## src/rtl/relu_backprop.sv

```systemverilog
// ReLU backward stage: captures sign masks during the forward pass and
// uses them to gate the gradient stream during the backward pass.
module relu_backprop #(
    parameter int DATA_WIDTH = 16,
    parameter int DEPTH      = 256,
    parameter int ADDR_W     = 8
) (
    input  logic                  clk,
    input  logic                  rst,
    input  logic                  start,
    input  logic [ADDR_W:0]       len,
    input  logic                  fwd_valid,
    input  logic [DATA_WIDTH-1:0] fwd_data,
    input  logic                  grad_valid,
    output logic                  grad_ready,
    input  logic [DATA_WIDTH-1:0] grad_data,
    output logic                  out_valid,
    input  logic                  out_ready,
    output logic [DATA_WIDTH-1:0] out_data,
    output logic                  busy,
    output logic                  done,
    output logic                  err
);

    typedef enum logic [1:0] {
        IDLE,
        CAPTURE,
        BACKWARD
    } state_t;

    localparam logic [ADDR_W:0] MAX_LEN = (ADDR_W+1)'(DEPTH);
    localparam logic [ADDR_W:0] ONE     = {{ADDR_W{1'b0}}, 1'b1};

    state_t state, state_n;

    logic [ADDR_W:0]       len_q, len_n;
    logic [ADDR_W:0]       wr_ptr, wr_n;
    logic [ADDR_W:0]       rd_ptr, rd_n;
    logic                  valid_n, done_n, err_n;
    logic [DATA_WIDTH-1:0] data_n;
    logic                  mask [DEPTH];
    logic                  wr_en, grad_fire, out_fire;

    assign busy       = (state != IDLE);
    assign wr_en      = (state == CAPTURE) && fwd_valid;
    assign grad_ready = (state == BACKWARD) && (!out_valid || out_ready)
                        && (rd_ptr < len_q);
    assign grad_fire  = grad_valid && grad_ready;
    assign out_fire   = out_valid && out_ready;

    // Mask storage needs no reset; every entry read is written first.
    always_ff @(posedge clk) begin
        if (wr_en)
            mask[wr_ptr[ADDR_W-1:0]] <= ~fwd_data[DATA_WIDTH-1];
    end

    always_ff @(posedge clk) begin
        if (rst) begin
            state     <= IDLE;
            len_q     <= '0;
            wr_ptr    <= '0;
            rd_ptr    <= '0;
            out_valid <= 1'b0;
            out_data  <= '0;
            done      <= 1'b0;
            err       <= 1'b0;
        end else begin
            state     <= state_n;
            len_q     <= len_n;
            wr_ptr    <= wr_n;
            rd_ptr    <= rd_n;
            out_valid <= valid_n;
            out_data  <= data_n;
            done      <= done_n;
            err       <= err_n;
        end
    end

    always_comb begin
        state_n = state;
        len_n   = len_q;
        wr_n    = wr_ptr;
        rd_n    = rd_ptr;
        valid_n = out_valid;
        data_n  = out_data;
        done_n  = 1'b0;
        err_n   = err;

        unique case (state)
            IDLE: begin
                if (start) begin
                    if (len == '0) begin
                        done_n = 1'b1;
                    end else if (len > MAX_LEN) begin
                        err_n = 1'b1;
                    end else begin
                        len_n   = len;
                        wr_n    = '0;
                        rd_n    = '0;
                        err_n   = 1'b0;
                        state_n = CAPTURE;
                    end
                end
                if (fwd_valid)
                    err_n = 1'b1;
            end
            CAPTURE: begin
                if (start)
                    err_n = 1'b1;
                if (fwd_valid) begin
                    wr_n = wr_ptr + ONE;
                    if (wr_ptr + ONE == len_q)
                        state_n = BACKWARD;
                end
            end
            BACKWARD: begin
                if (start || fwd_valid)
                    err_n = 1'b1;
                if (grad_fire) begin
                    valid_n = 1'b1;
                    data_n  = mask[rd_ptr[ADDR_W-1:0]] ? grad_data : '0;
                    rd_n    = rd_ptr + ONE;
                end else if (out_fire) begin
                    valid_n = 1'b0;
                end
                // Final beat leaves: busy drops together with done
                if (out_fire && rd_ptr == len_q) begin
                    done_n  = 1'b1;
                    state_n = IDLE;
                end
            end
            default: state_n = IDLE;
        endcase
    end

endmodule

```

## config.mk

```make
export PLATFORM = sky130hd
export DESIGN_NAME = relu_backprop
export DESIGN_NICKNAME = d
export VERILOG_FILES = /design/src/rtl/relu_backprop.sv
export SDC_FILE = /design/constraint.sdc
export NUM_CORES = 1
export LEC_CHECK = 0
export ABC_AREA = 1
export BUFFER_PORTS_ARGS = -buffer_cell sky130_fd_sc_hd__clkbuf_2
export CAP_MARGIN = 20
export CORE_MARGIN = 5
export CORE_UTILIZATION = 40
export CTS_CLUSTER_DIAMETER = 120
export CTS_CLUSTER_SIZE = 20
export DETAILED_ROUTE_END_ITERATION = 7
export HOLD_SLACK_MARGIN = 0.05
export PLACE_DENSITY = 0.67
export RECOVER_POWER = 50
export SETUP_SLACK_MARGIN = 0.2
export SYNTH_ARGS = -nofsm -noshare
export SYNTH_HDL_FRONTEND = slang
export SYNTH_SLANG_ARGS = --single-unit
```

## constraint.sdc

```tcl
create_clock -name clk -period 4.5 [get_ports clk]
set_input_delay 0 -clock clk [delete_from_list [all_inputs] [get_ports clk]]
set_output_delay 0 -clock clk [all_outputs]
set_load 0.01 [all_outputs]
```

==> summary.md, run 1 <==
The fraction of power consumed by the clock network came out at 30.1%. Buffers inserted during clock tree synthesis total 19. The run gives 10940 as the count of vias placed by the detailed router. CTS saw 312 sinks. In the final timing run, aggregate negative setup slack is 0 ns. Counting flops with a built-in enable in the synthesized netlist gives 256. The floorplan step defined a core boundary enclosing 35570 um2.

The floorplan step defined a die boundary enclosing 40010 um2. Timing would allow up to 0.3608 GHz. Using the TritonRoute via totals, the vias-per-cell ratio works out to 5.296. The final layout contains routed wiring with a total length of 35.66 mm. 68 I/O pins were placed. The flow ran to the end, and the final reports show no timing, DRC or antenna violations.

The first global-routing pass estimated 55.95 mm of wire. The path class of the tightest hold or removal check is input pin to flop. In this run the clock root is driven by a sky130_fd_sc_hd__clkbuf_16. The worst pin sits at a relative slew slack of 29.31%.

The share of synthesized registers carrying an async set or reset is 0%, and the internal power contribution is 4.148 mW. The startpoint-to-endpoint class of the critical path was flop to flop. The die height works out to 200.0 um. STA classifies the critical path endpoint as a flop. The area of placed instances was 14900 um2. The count of endpoints failing setup in the final report was 0; the leftover overflow at the end of global routing was 0. For the arrival time of the worst setup path, the log shows 3.21 ns.

In this run the static leakage power is 5.378 nW. The top flip-flop cell by instance count after synthesis is sky130_fd_sc_hd__edfxtp_1. In the routed design, unresolved DRC markers number 0. In this run the mean area of a mapped cell was 9.118 um2. The mapped cell area was 14440 um2; the post-DP HPWL was 20.34 mm. Setup repair after global routing left no endpoint under its margin.

The worst path needs 2.772 ns of the cycle, external delays included. The area overhead of the layout relative to synthesis is 8.906%, and the net load switching power is 1.472 mW. Counting every net in the synthesized netlist gives 1651.

The final layout contains 1667 nets. The logs give 0 for the number of max-slew violations in the final report and 60.99% for the post-synthesis sequential area ratio. The largest fanout of any net on the critical path was 76. After layout, the design draws a total of 5.621 mW.

Sequential cells account for 56.3% of the total power. The logs give 31 for the count of unique library cells instantiated by Yosys and 0 for the number of buffers inserted to repair setup after CTS. Data on the critical path is required at its endpoint by 4.94 ns. The proportion of netlist area held by the largest area contributor was 53.23%. The detailed router finished its first iteration with 1122 violations.

The total global routing track utilization was 17.61%; the transition time at the pin with the least slew margin was 1.049 ns. Of all cell types, the one taking the most synthesized area is sky130_fd_sc_hd__edfxtp_1. The initial antenna violation count was 0; the post-route standard cell area excluding fillers was 15730 um2. The number of storage elements in the synthesis netlist is 312, and the clock slew at the register clock pins of the worst setup and hold paths is 0.09 ns. The post-cts gate resize count was 0. The tools report the slack of the worst reg-to-reg path as 1.73 ns. Clock tree skew after final layout: 0.01078 ns.

The type of element launching the critical path is a flop. The maximum number of pins on one net before global-route repair is 189, and the number of levels in the clock H-tree is 1. TritonCTS built the clock tree. The floorplan step set the die width to 200.0 um. The number of antenna diodes in the final layout is 0.

Combinational logic burns 13.5% of the power. The switching fraction of total power is 26.19%. After floorplanning, the core was divided into 69 placement rows. The clock passes through at most 3 buffers. The maximum ir drop on the vdd rail is 0.2063 mV. The run gives 32 as the hold buffer count at CTS. The library cell with the highest instance count after synthesis is sky130_fd_sc_hd__nand2_1. The power density over the cells is 357.3 nW/um2. The via count of the first global-routing pass came out at 10490. Synthesis handed over a netlist of 1584 instances.

By count the netlist is led by sky130_fd_sc_hd__nand2_1, sky130_fd_sc_hd__nor2_1, sky130_fd_sc_hd__nand3_1, sky130_fd_sc_hd__edfxtp_1, sky130_fd_sc_hd__inv_1. The placer congestion estimate came out at 0.8530. After detailed routing, the average wire length per cell comes to 17.26 um. The first TritonRoute pass finished after 5 iterations. The layout has 3415 filler cells. In this run the remaining antenna-violating nets after routing total 0.

Cells with a size suffix above 1 make up 4.237% of the layout. Port buffering added 52 buffers. After synthesis, the cell types taking the most area are sky130_fd_sc_hd__edfxtp_1, sky130_fd_sc_hd__nand2_1, sky130_fd_sc_hd__nand3_1. Yosys printed 0 warnings.

The run gives 0 as the final-report hold violation count. Once the floorplan was initialized, standard cells occupied 40.60% of the core. The tool flagged a number of max-cap violations equal to 0. The tools report the worst-skew pair later-pin latency as 0.51 ns. The fraction of the cycle the final worst path needs is 61.60%.
cells by family (layout without fill, tap and decap cells):
logic type / count (synthesis) / count (layout) / share of synthesized area (%)
compound gates: 101 / 101 / 3.613
xor+xnor: 12 / 12 / 0.7277
fa+ha+maj: 20 / 20 / 1.733
buf+inv: 179 / 200 / 5.354
flops: 312 / 312 / 60.99
simple gates: 960 / 960 / 27.58
registers in the layout (all words and copies together), names as in the netlist, named ones only:
signal / flops
mask: 256
wr_ptr: 9
rd_ptr: 9
out_data: 16
done: 1
state: 2
err: 1
out_valid: 1
len_q: 9
cell type report:
| class | count | area, um2 | share of cell area [%] |
|---|---|---|---|
| flip-flops and latches | 312 | 8813 | 56.03 |
| multi-input cells | 1093 | 4858 | 30.89 |
| repair buffers | 97 | 680.7 | 4.327 |
| well taps | 461 | 576.8 | 3.667 |
| clock buffers | 25 | 498.0 | 3.166 |
| inverters | 77 | 292.8 | 1.861 |
| clock inverters | 1 | 8.758 | 0.05568 |
power by group through the flow:
stage          sequential [mW]  clock, mW  combinational, mW
2_1_floorplan             3.24          0              0.528
3_3_place_gp              3.23          0              0.725
3_5_place_dp              3.23          0              0.739
4_1_cts                   3.17       1.73              0.765
5_1_grt                   3.17       1.82              0.852
6_report                  3.17       1.69              0.761
critical path, stage by stage (launching register included):
cell,delay (ns)
sky130_fd_sc_hd__dfxtp_4,0.36
sky130_fd_sc_hd__inv_4,0.57
sky130_fd_sc_hd__buf_4,0.34
sky130_fd_sc_hd__nand2_1,0.07
sky130_fd_sc_hd__nand3_1,0.07
sky130_fd_sc_hd__nand3_1,0.09
sky130_fd_sc_hd__nand3_1,0.13
sky130_fd_sc_hd__nand3_1,0.14
sky130_fd_sc_hd__nand2_1,0.13
sky130_fd_sc_hd__nand2_1,0.05
sky130_fd_sc_hd__nand3_1,0.07
sky130_fd_sc_hd__nand3_1,0.08
sky130_fd_sc_hd__nand2_2,0.29
sky130_fd_sc_hd__nand2_1,0.11
sky130_fd_sc_hd__a21oi_1,0.14
through the flow:
stage	hold slack (ns)	utilization (%)	worst slack (ns)	instances
detailed placement	0.2417	41.90	1.693	2006
floorplan	0.1409	-	0.9902	1584
global placement	0.2342	41.90	1.764	2006
finish	0.07359	44.22	1.728	2066
CTS	0.05163	44.22	1.662	2064
global route	0.1079	44.22	1.386	2066
layer usage:
layer | GRT usage, % | part of all wire [%]
met2 | 30.13 | 49
met4 | 4.151 | 2.4
met5 | 0 | 0
met1 | 23.98 | 43
met3 | 2.400 | 6.3
layout by cell type (no fill, tap or decap), types with 3 or more instances in the layout:
master / count
sky130_fd_sc_hd__nand2_1: 372
sky130_fd_sc_hd__o21ai_0: 31
sky130_fd_sc_hd__dlygate4sd3_1: 33
sky130_fd_sc_hd__ha_1: 20
sky130_fd_sc_hd__buf_4: 9
sky130_fd_sc_hd__nand3_1: 266
sky130_fd_sc_hd__nor2_1: 301
sky130_fd_sc_hd__clkbuf_2: 29
sky130_fd_sc_hd__inv_1: 73
sky130_fd_sc_hd__dfxtp_1: 54
sky130_fd_sc_hd__xnor2_1: 4
sky130_fd_sc_hd__nor3_1: 6
sky130_fd_sc_hd__xor2_1: 8
sky130_fd_sc_hd__nand4_1: 10
sky130_fd_sc_hd__nor4_1: 3
sky130_fd_sc_hd__a21oi_1: 64
sky130_fd_sc_hd__edfxtp_1: 256
sky130_fd_sc_hd__clkbuf_16: 19
sky130_fd_sc_hd__clkbuf_1: 30
worst paths after layout:
kind,startpoint,endpoint,depth (start not counted)
max reg2reg,flop,out_data[7],14
max,flop,out_data[7],14
min reg2reg,wr_ptr[8],wr_ptr[8],2
min,rst,rd_ptr[6],2
Note: power is estimated with default switching activity, not from simulation.
==> run 2: changes to the inputs <==
==> constraint.sdc (replaced) <==
create_clock -name clk -period 2.6 [get_ports clk]
set_input_delay 0 -clock clk [delete_from_list [all_inputs] [get_ports clk]]
set_output_delay 0 -clock clk [all_outputs]
set_load 0.01 [all_outputs]
==> summary.md, run 2 (synthesis results as in run 1) <==
In the layout the commonest cells are sky130_fd_sc_hd__nand2_1, sky130_fd_sc_hd__nor2_1, sky130_fd_sc_hd__nand3_1. Starting utilization of the core area: 40.60% (unchanged). For the placement row count, the log shows 69 (unchanged). Setup repair after global routing could not meet its margin everywhere. The largest fanout of any net on the critical path is 46 (-39%). The total global routing track utilization came out at 18.00% (+0.40 points). The mean number of vias per cell works out to 5.351 (+1.0%).

The static leakage power was 5.627 nW (+4.6%). Count of endpoints failing setup in the final report: 0 (unchanged). For the share of power burned in combinational logic, the log shows 14.8% (+1.3 points). The die height was 200.0 um (unchanged); the placer congestion estimate was 0.8213 (-3.7%).

The tools report the area of the multi-input gates as 4932 um2 (+1.5%). The standard cell core area is 35570 um2 (unchanged), and the count of cell instances traversed by the critical path is 13 (-1). The critical path goes through clkbuf_16, nand2_1, nand3_1, nand3_1, nand3_1, nand3_1, nand2_1, nand2_1, nand3_1, nand3_2, nand2_4, nand2_1, a21oi_1.

The sequential cell fraction of total power was 55.5% (-0.8 points). For the maximum number of pins on one net before global-route repair, the log shows 129 (-32%). For the maximum ir drop on the vdd rail, the log shows 0.3703 mV (+79%). The final layout net count is 1711 (+2.6%). The logs give 15260 um2 (+2.4%) for the area of placed instances and 0.4383 GHz (+21%) for the upper clock frequency limit. The logs give 37.52 mm (+5.2%) for the total length of routed wires and 2.839 mm (+26%) for the total length of routed met3 wires. The ratio of cells with drive above 1 in the final layout is 7.641% (+3.4 points). Grouping stages by cell kind, the critical path spends the most delay in simple AND/OR/NAND/NOR gates. Post-route standard cell area excluding fillers: 16230 um2 (+3.2%). TritonCTS built the clock tree.

The worst-skew pair later-pin latency is 0.52 ns (about the same). The worst hold path class is input pin to flop. The leftover overflow at the end of global routing was 0 (unchanged).

The total number of clock tree sinks is 312 (unchanged), and the area overhead of the layout relative to synthesis is 12.37%. The I/O pin count is 68 (unchanged), and the transition time at the pin with the least slew margin is 1.822 ns (+0.7732 ns). The checks that failed: max-capacitance violations, max-slew violations.

The switching fraction of total power was 26.66% (+0.46 points). The worst path setup slack after routing is 0.3182 ns (-1.410 ns), and the post-DP HPWL is 21.86 mm (+7.5%). The first-iteration detailed-routing DRC count is 1126 (+0.36%). For the max-cap violation count, the log shows 1 (+1). The run gives 0 ns (unchanged) as the final setup TNS. The delay contributed by the slowest stage of the critical path is 0.50 ns (-0.07 ns). The run gives 0 (unchanged) as the remaining antenna violation count. The number of levels in the clock H-tree is 1 (unchanged). The post-placement worst setup slack is 0.2086 ns (-1.484 ns), and the area taken by flip-flops and latches is 8816 um2 (about the same). The per-cell routed wire length is 17.78 um (+3.0%), and the port buffer count is 52 (unchanged).

The number of flip-flops under the largest register name was 256 (unchanged); the first-pass iteration count of the detailed router was 5 (unchanged). The internal power contribution is 7.261 mW (+75%). The highest metal layer used by the detailed router was met4. The final critical-path required period was 2.282 ns (-0.4901 ns); the sum of internal, switching and leakage power was 9.899 mW (+76%). The slack of the worst reg-to-reg path came out at 0.32 ns (-1.41 ns). The tools report the count of vias placed by the detailed router as 11290 (+3.2%).

Critical path's most frequent cell: sky130_fd_sc_hd__nand3_1. The critical path buffer and inverter count was 1 (-1); the final-layout fill cell count was 3351 (-1.9%). The met2 wire length came out at 17.89 mm (+3.4%). The floorplan die width is 200.0 um (unchanged). The number of CTS-inserted buffers is 19 (unchanged). The most common cell after layout, fill and taps aside is sky130_fd_sc_hd__nand2_1.

Worst slew margin relative to its limit: -21.49% (-51 points). The tools report the clock tree skew after final layout as 0.02273 ns (+0.01195 ns). The fraction of the cycle the final worst path needs was 87.76% (+26 points). The number of antenna cells inserted came out at 0 (unchanged). The worst setup path is captured at a flop. The slowest stage of the critical path is the sky130_fd_sc_hd__dfxtp_4 cell.

The type of element launching the critical path is a flop. The via count of the first global-routing pass was 10580 (+0.83%). By startpoint and endpoint, the worst setup path is classified as flop to flop. The run gives 29.8% (-0.3 points) as the fraction of power consumed by the clock network.

The wire length of the first global-routing pass is 57.41 mm (+2.6%), and the total die area is 40010 um2 (unchanged). The number of max-slew violations in the final report came out at 121 (+121). The final-report hold violation count was 0 (unchanged); the power density over the cells was 610.0 nW/um2 (+71%).

The run finished, with violations left. The worst register-to-register path ends at out_data[0]. The run gives 15.80 mm (+3.5%) as the post-route met1 wirelength. The logs give 0 (unchanged) for the initial antenna violation count and 3.03 ns (-1.91 ns) for the required time of the critical path. The number of cells on the worst reg-to-reg path is 13 (-1). The arrival time of the worst setup path came out at 2.72 ns (-0.49 ns).

For the number of buffers on the longest clock path, the log shows 3 (unchanged). For the net load switching power, the log shows 2.639 mW (+79%). The cell sitting at the root of the clock tree is a sky130_fd_sc_hd__clkbuf_16. The DRC violation count after routing is 0 (unchanged). In this run the worst setup path terminates at out_data[0]. The clock slew at the register clock pins of the worst setup and hold paths was 0.08 ns (about the same).
[run 2: cell count changes in the layout (fill, tap and decap cells not counted), sizes merged]
cell      change
buf          +34
clkbuf        +6
clkinvlp      +2
clkinv        +1
nand2         +1
[run 2: worst register-to-register path: stages, from the launching register on]
cell                        delay, ns
sky130_fd_sc_hd__dfxtp_4         0.50
sky130_fd_sc_hd__clkbuf_16       0.33
sky130_fd_sc_hd__nand2_1         0.08
sky130_fd_sc_hd__nand3_1         0.08
sky130_fd_sc_hd__nand3_1         0.08
sky130_fd_sc_hd__nand3_1         0.11
sky130_fd_sc_hd__nand3_1         0.12
sky130_fd_sc_hd__nand2_1         0.12
sky130_fd_sc_hd__nand2_1         0.06
sky130_fd_sc_hd__nand3_1         0.09
sky130_fd_sc_hd__nand3_2         0.17
sky130_fd_sc_hd__nand2_4         0.21
sky130_fd_sc_hd__nand2_1         0.09
sky130_fd_sc_hd__a21oi_1         0.16
[run 2: per-stage QoR]
step | util (%) | hold slack (ns) | std cells
after floorplan | - | 0.1409 | 1584
after global placement | 42.91 | 0.2336 | 2044
after detailed placement | 42.91 | 0.2379 | 2044
after CTS | 45.32 | 0.07901 | 2104
after global routing | 45.63 | 0.1002 | 2110
final | 45.63 | 0.08050 | 2110
[run 2: how the worst min path moves through the flow]
stage | startpoint | endpoint | slack, ns | depth (start not counted)
2_1_floorplan | grad_data[0] | out_data[0] | 0.14 | 2
3_3_place_gp | grad_data[14] | out_data[14] | 0.23 | 3
3_5_place_dp | grad_data[9] | out_data[9] | 0.24 | 3
4_1_cts | grad_valid | out_data[9] | 0.08 | 4
5_1_grt | grad_valid | rd_ptr[8] | 0.10 | 5
6_report | grad_valid | rd_ptr[8] | 0.08 | 5
[run 2: routing by layer]
metal	track usage, %	vias up
met4	4.654	0
met3	2.299	68
met1	25.13	5359
met2	30.01	459
met5	0	-
li1	-	5404
[run 2: final cells by class]
cell class,instances,share of cell area [%]
inverters,77,1.889
multi-input cells,1094,30.39
well taps,461,3.554
flip-flops and latches,312,54.32
repair inverters,2,0.1002
clock inverters,2,0.1079
repair buffers,138,6.592
clock buffers,24,3.045
[run 2: power groups by stage]
stage	Sequential (mW)	Clock, mW	Combinational [mW]
floorplan	5.60	0	0.914
CTS	5.48	3.00	1.41
finish	5.49	2.95	1.46
global placement	5.59	0	1.34
detailed placement	5.60	0	1.37
global route	5.50	3.18	1.61
[run 2: timing repair]
| item | CTS | global route |
|---|---|---|
| endpoints found under the hold margin | 61 | 0 |
| setup endpoints to repair | 1 | 37 |
| setup buffers | 0 | 2 |
| pin swaps | 0 | 3 |
| cloned | 1 | 4 |
| resized for setup | 4 | 21 |
| hold buffers | 33 | 0 |
==> run 3: changes to the inputs <==
--- a/config.mk
+++ b/config.mk
@@ -5,7 +5,6 @@
 export SDC_FILE = /design/constraint.sdc
 export NUM_CORES = 1
 export LEC_CHECK = 0
-export ABC_AREA = 1
 export BUFFER_PORTS_ARGS = -buffer_cell sky130_fd_sc_hd__clkbuf_2
 export CAP_MARGIN = 20
 export CORE_MARGIN = 5
==> summary.md, run 3 <==
The run finished, with violations left. The final reports fail on max-capacitance violations, max-slew violations. The net count of the mapped netlist came out at 1198 (-27%).

The port buffer count works out to 52 (unchanged). The number of storage elements in the synthesis netlist is 312 (unchanged). The logs give 0.08628 ns (+0.005781 ns) for the worst hold margin and 0.4521 mV (+22%) for the maximum ir drop on the vdd rail. For the area taken by flip-flops and latches, the log shows 8821 um2 (about the same). The first-iteration detailed-routing DRC count was 1070 (-5.0%); the fraction of the cycle the final worst path needs was 99.48% (+12 points). The clock slew at the register clock pins of the worst setup and hold paths works out to 0.08 ns (about the same). Among all cell types in the netlist, the one instantiated most often is sky130_fd_sc_hd__nor2_1.

The worst setup path is of the flop to flop kind. The final-layout fill cell count is 3116 (-7.0%). The total number of clock tree sinks was 312 (unchanged). The logs give 46.08% (+0.46 points) for the final cell utilization of the core and 5 (unchanged) for the first-pass iteration count of the detailed router. The worst-skew pair later-pin latency was 0.52 ns (about the same). STA classifies the critical path startpoint as a flop. The tools report the number of antenna cells inserted as 0 (unchanged).

The number of cells on the worst reg-to-reg path was 8 (-5); the upper clock frequency limit was 0.3866 GHz (-12%). The run gives -59.24% (-38 points) as the worst slew margin relative to its limit. The logs give 3 (unchanged) for the number of buffers on the longest clock path and 0 (unchanged) for the remaining antenna violation count.

Leaving out fill and tap cells, the most frequent cell in the layout is sky130_fd_sc_hd__nor2_1. The cell depth of the worst hold path is 2 (-3). Number of CTS-inserted buffers: 19 (unchanged). Clock tree skew after final layout: 0.02438 ns (+0.001651 ns).

The tools report the buffer cell driving the clock tree root as sky130_fd_sc_hd__clkbuf_16. Starting utilization of the core area: 40.47% (-0.14 points). The final layout net count is 1294 (-24%), and the ratio of cells with drive above 1 in the final layout is 19.03% (+11 points). The cell accounting for the most synthesized area is sky130_fd_sc_hd__edfxtp_1. The run gives 34.32 mm (-8.5%) as the total length of routed wires. Die height: 199.5 um (-0.27%). The I/O pin count was 68 (unchanged).

The run gives 5.051 nW (-10%) as the static leakage power. The top cell types in the final layout, fill and taps aside, are sky130_fd_sc_hd__nor2_1, sky130_fd_sc_hd__edfxtp_1, sky130_fd_sc_hd__nand2_1. In the synthesized netlist, the cells that appear most often are sky130_fd_sc_hd__nor2_1, sky130_fd_sc_hd__edfxtp_1, sky130_fd_sc_hd__nand2_1, sky130_fd_sc_hd__dfxtp_1, sky130_fd_sc_hd__clkbuf_1.

The worst hold path begins at rst. The total global routing track utilization is 17.08% (-0.92 points), and the required time of the critical path is 3.01 ns (-0.02 ns). The total die area came out at 39790 um2 (-0.55%). The number of flip-flops under the largest register name came out at 256 (unchanged). TritonCTS built the clock tree. The floorplan die width is 199.5 um (-0.27%). Placement row count: 69 (unchanged). Setup repair after global routing could not meet its margin everywhere.

For the initial antenna violation count, the log shows 0 (unchanged). The wire length of the first global-routing pass is 53.26 mm (-7.2%), and the max-cap violation count is 1 (unchanged). The count of endpoints failing setup in the final report is 0 (unchanged), and the per-instance average area after synthesis is 12.70 um2 (+39%). The DRC violation count after routing came out at 0 (unchanged). The count of mapped cells out of synthesis was 1131 (-29%). The tools report the count of unique library cells instantiated by Yosys as 76 (+150%). The arrival time of the worst setup path is 3.00 ns (+0.28 ns). The tools report the post-DP HPWL as 21.33 mm (-2.4%). The mapped cell area came out at 14360 um2 (-0.58%). The number of max-slew violations in the final report is 257 (+110%), and the placer congestion estimate is 0.8099 (-1.4%). Sorting the synthesized cells by area gives the leading types as sky130_fd_sc_hd__edfxtp_1, sky130_fd_sc_hd__dfxtp_1, sky130_fd_sc_hd__nor2_1. The tools report the final-report hold violation count as 0 (unchanged). For hold timing, the worst endpoint is wr_ptr[5].

The proportion of netlist area held by the largest area contributor was 53.54% (+0.31 points). The logs give 9573 (-9.5%) for the via count of the first global-routing pass and 61.35% (+0.36 points) for the post-synthesis sequential area ratio. The tightest min-delay check is of the input pin to flop type. Standard cell core area: 35480 um2 (-0.24%).

The top flip-flop cell by instance count after synthesis is sky130_fd_sc_hd__edfxtp_1. The per-cell routed wire length is 20.17 um (+13%), and the final critical-path required period is 2.586 ns (+0.3046 ns). The mean number of vias per cell was 5.524 (+3.2%); the Yosys warning count was 0 (unchanged). Compared with the post-synthesis result, the final layout area differs by 13.88%.

The power density over the cells works out to 636.9 nW/um2 (+4.4%). The count of vias placed by the detailed router came out at 9397 (-17%). In this run the critical register-to-register path is captured at out_data[13]. The transition time at the pin with the least slew margin came out at 2.389 ns (+0.5662 ns). The number of levels in the clock H-tree came out at 1 (unchanged). The area of the multi-input gates is 5070 um2 (+2.8%). The share of synthesized registers carrying an async set or reset was 0% (unchanged). The largest fanout of any net on the critical path works out to 16 (-65%).

The endpoint class of the critical path was a flop. The leftover overflow at the end of global routing was 0 (unchanged). The tools report the maximum number of pins on one net before global-route repair as 257 (+99%). The count of flip-flops with a built-in enable after synthesis is 256 (unchanged), and the slack of the worst reg-to-reg path is 0.01 ns (-0.30 ns).
run 3: changes by cell type in the layout (fill, tap and decap cells not counted), sizes merged, moves of 24 or more:
cell,previous run,this run
a22o,0,24
buf,45,71
inv,76,26
mux2i,0,28
mux4,0,53
nand2,374,69
nand3,266,36
run 3: layout make-up:
type	count	area share (%)
multi-input cells	714	31.00
inverters	26	0.6274
clock inverters	2	0.1071
clock buffers	32	3.206
flip-flops and latches	312	53.94
repair buffers	154	7.583
well taps	461	3.527
run 3: worst max-delay path by stage:
stage                             from           end  slack, ns  cells after the start
final                             flop  out_data[13]       0.01                      8
after global routing              flop  out_data[12]      -0.06                     10
after CTS                         flop  out_data[13]       0.01                     10
after detailed placement          flop  out_data[13]      -0.09                      9
after global placement            flop  out_data[14]      -0.04                      9
after floorplan           fwd_data[15]       mask[0]       0.20                      1
run 3: through the flow:
stage	worst slack [ns]	power, mW	instances	cell area, um2	TNS, ns
after global routing	-0.06144	10.84	1701	16350	-0.5625
after floorplan	0.2036	6.806	1131	14360	0
final	0.01359	10.41	1701	16350	0
after global placement	-0.03950	7.203	1627	15270	-0.3404
after CTS	0.01005	10.35	1698	16230	0
after detailed placement	-0.08752	7.234	1627	15270	-1.041
run 3: metal layers:
layer	GRT usage, %	part of all wire [%]	up-vias
met2	28.95	49	352
li1	-	-	4322
met1	23.52	42	4665
met5	0	0	-
met3	2.006	6.4	58
met4	4.679	2.7	0
run 3: worst max-delay path: stages (launching register included):
cell                       delay, ns
sky130_fd_sc_hd__dfxtp_4        0.45
sky130_fd_sc_hd__buf_4          0.22
sky130_fd_sc_hd__mux4_2         0.51
sky130_fd_sc_hd__o21ai_1        0.22
sky130_fd_sc_hd__a31oi_2        0.19
sky130_fd_sc_hd__a211oi_4       0.35
sky130_fd_sc_hd__a311oi_4       0.15
sky130_fd_sc_hd__buf_12         0.18
sky130_fd_sc_hd__a22o_2         0.20
run 3: kinds of logic after synthesis:
group,after synthesis,synth area share [%]
buffers and inverters,105,4.366
muxes,86,10.87
and+or+nand+nor,458,13.88
AOI/OAI and AO/OA,136,6.945
adders and majority gates,20,1.743
xor gates and xnor gates,14,0.8540
DFF,312,61.35
run 3: what timing repair did:
action / CTS / global route
pin swaps: 3 / 7
cloned: 0 / 2
gates resized for setup: 11 / 35
setup endpoints to repair: 31 / 44
hold buffers: 29 / 0
buffers inserted: 8 / 1
endpoints found under the hold margin: 29 / 0
run 3: power breakdown:
part           total, mW  internal (mW)  switching (mW)
clock               3.00           1.40            1.60
sequential          5.49           5.45          0.0458
combinational       1.92          0.924           0.998
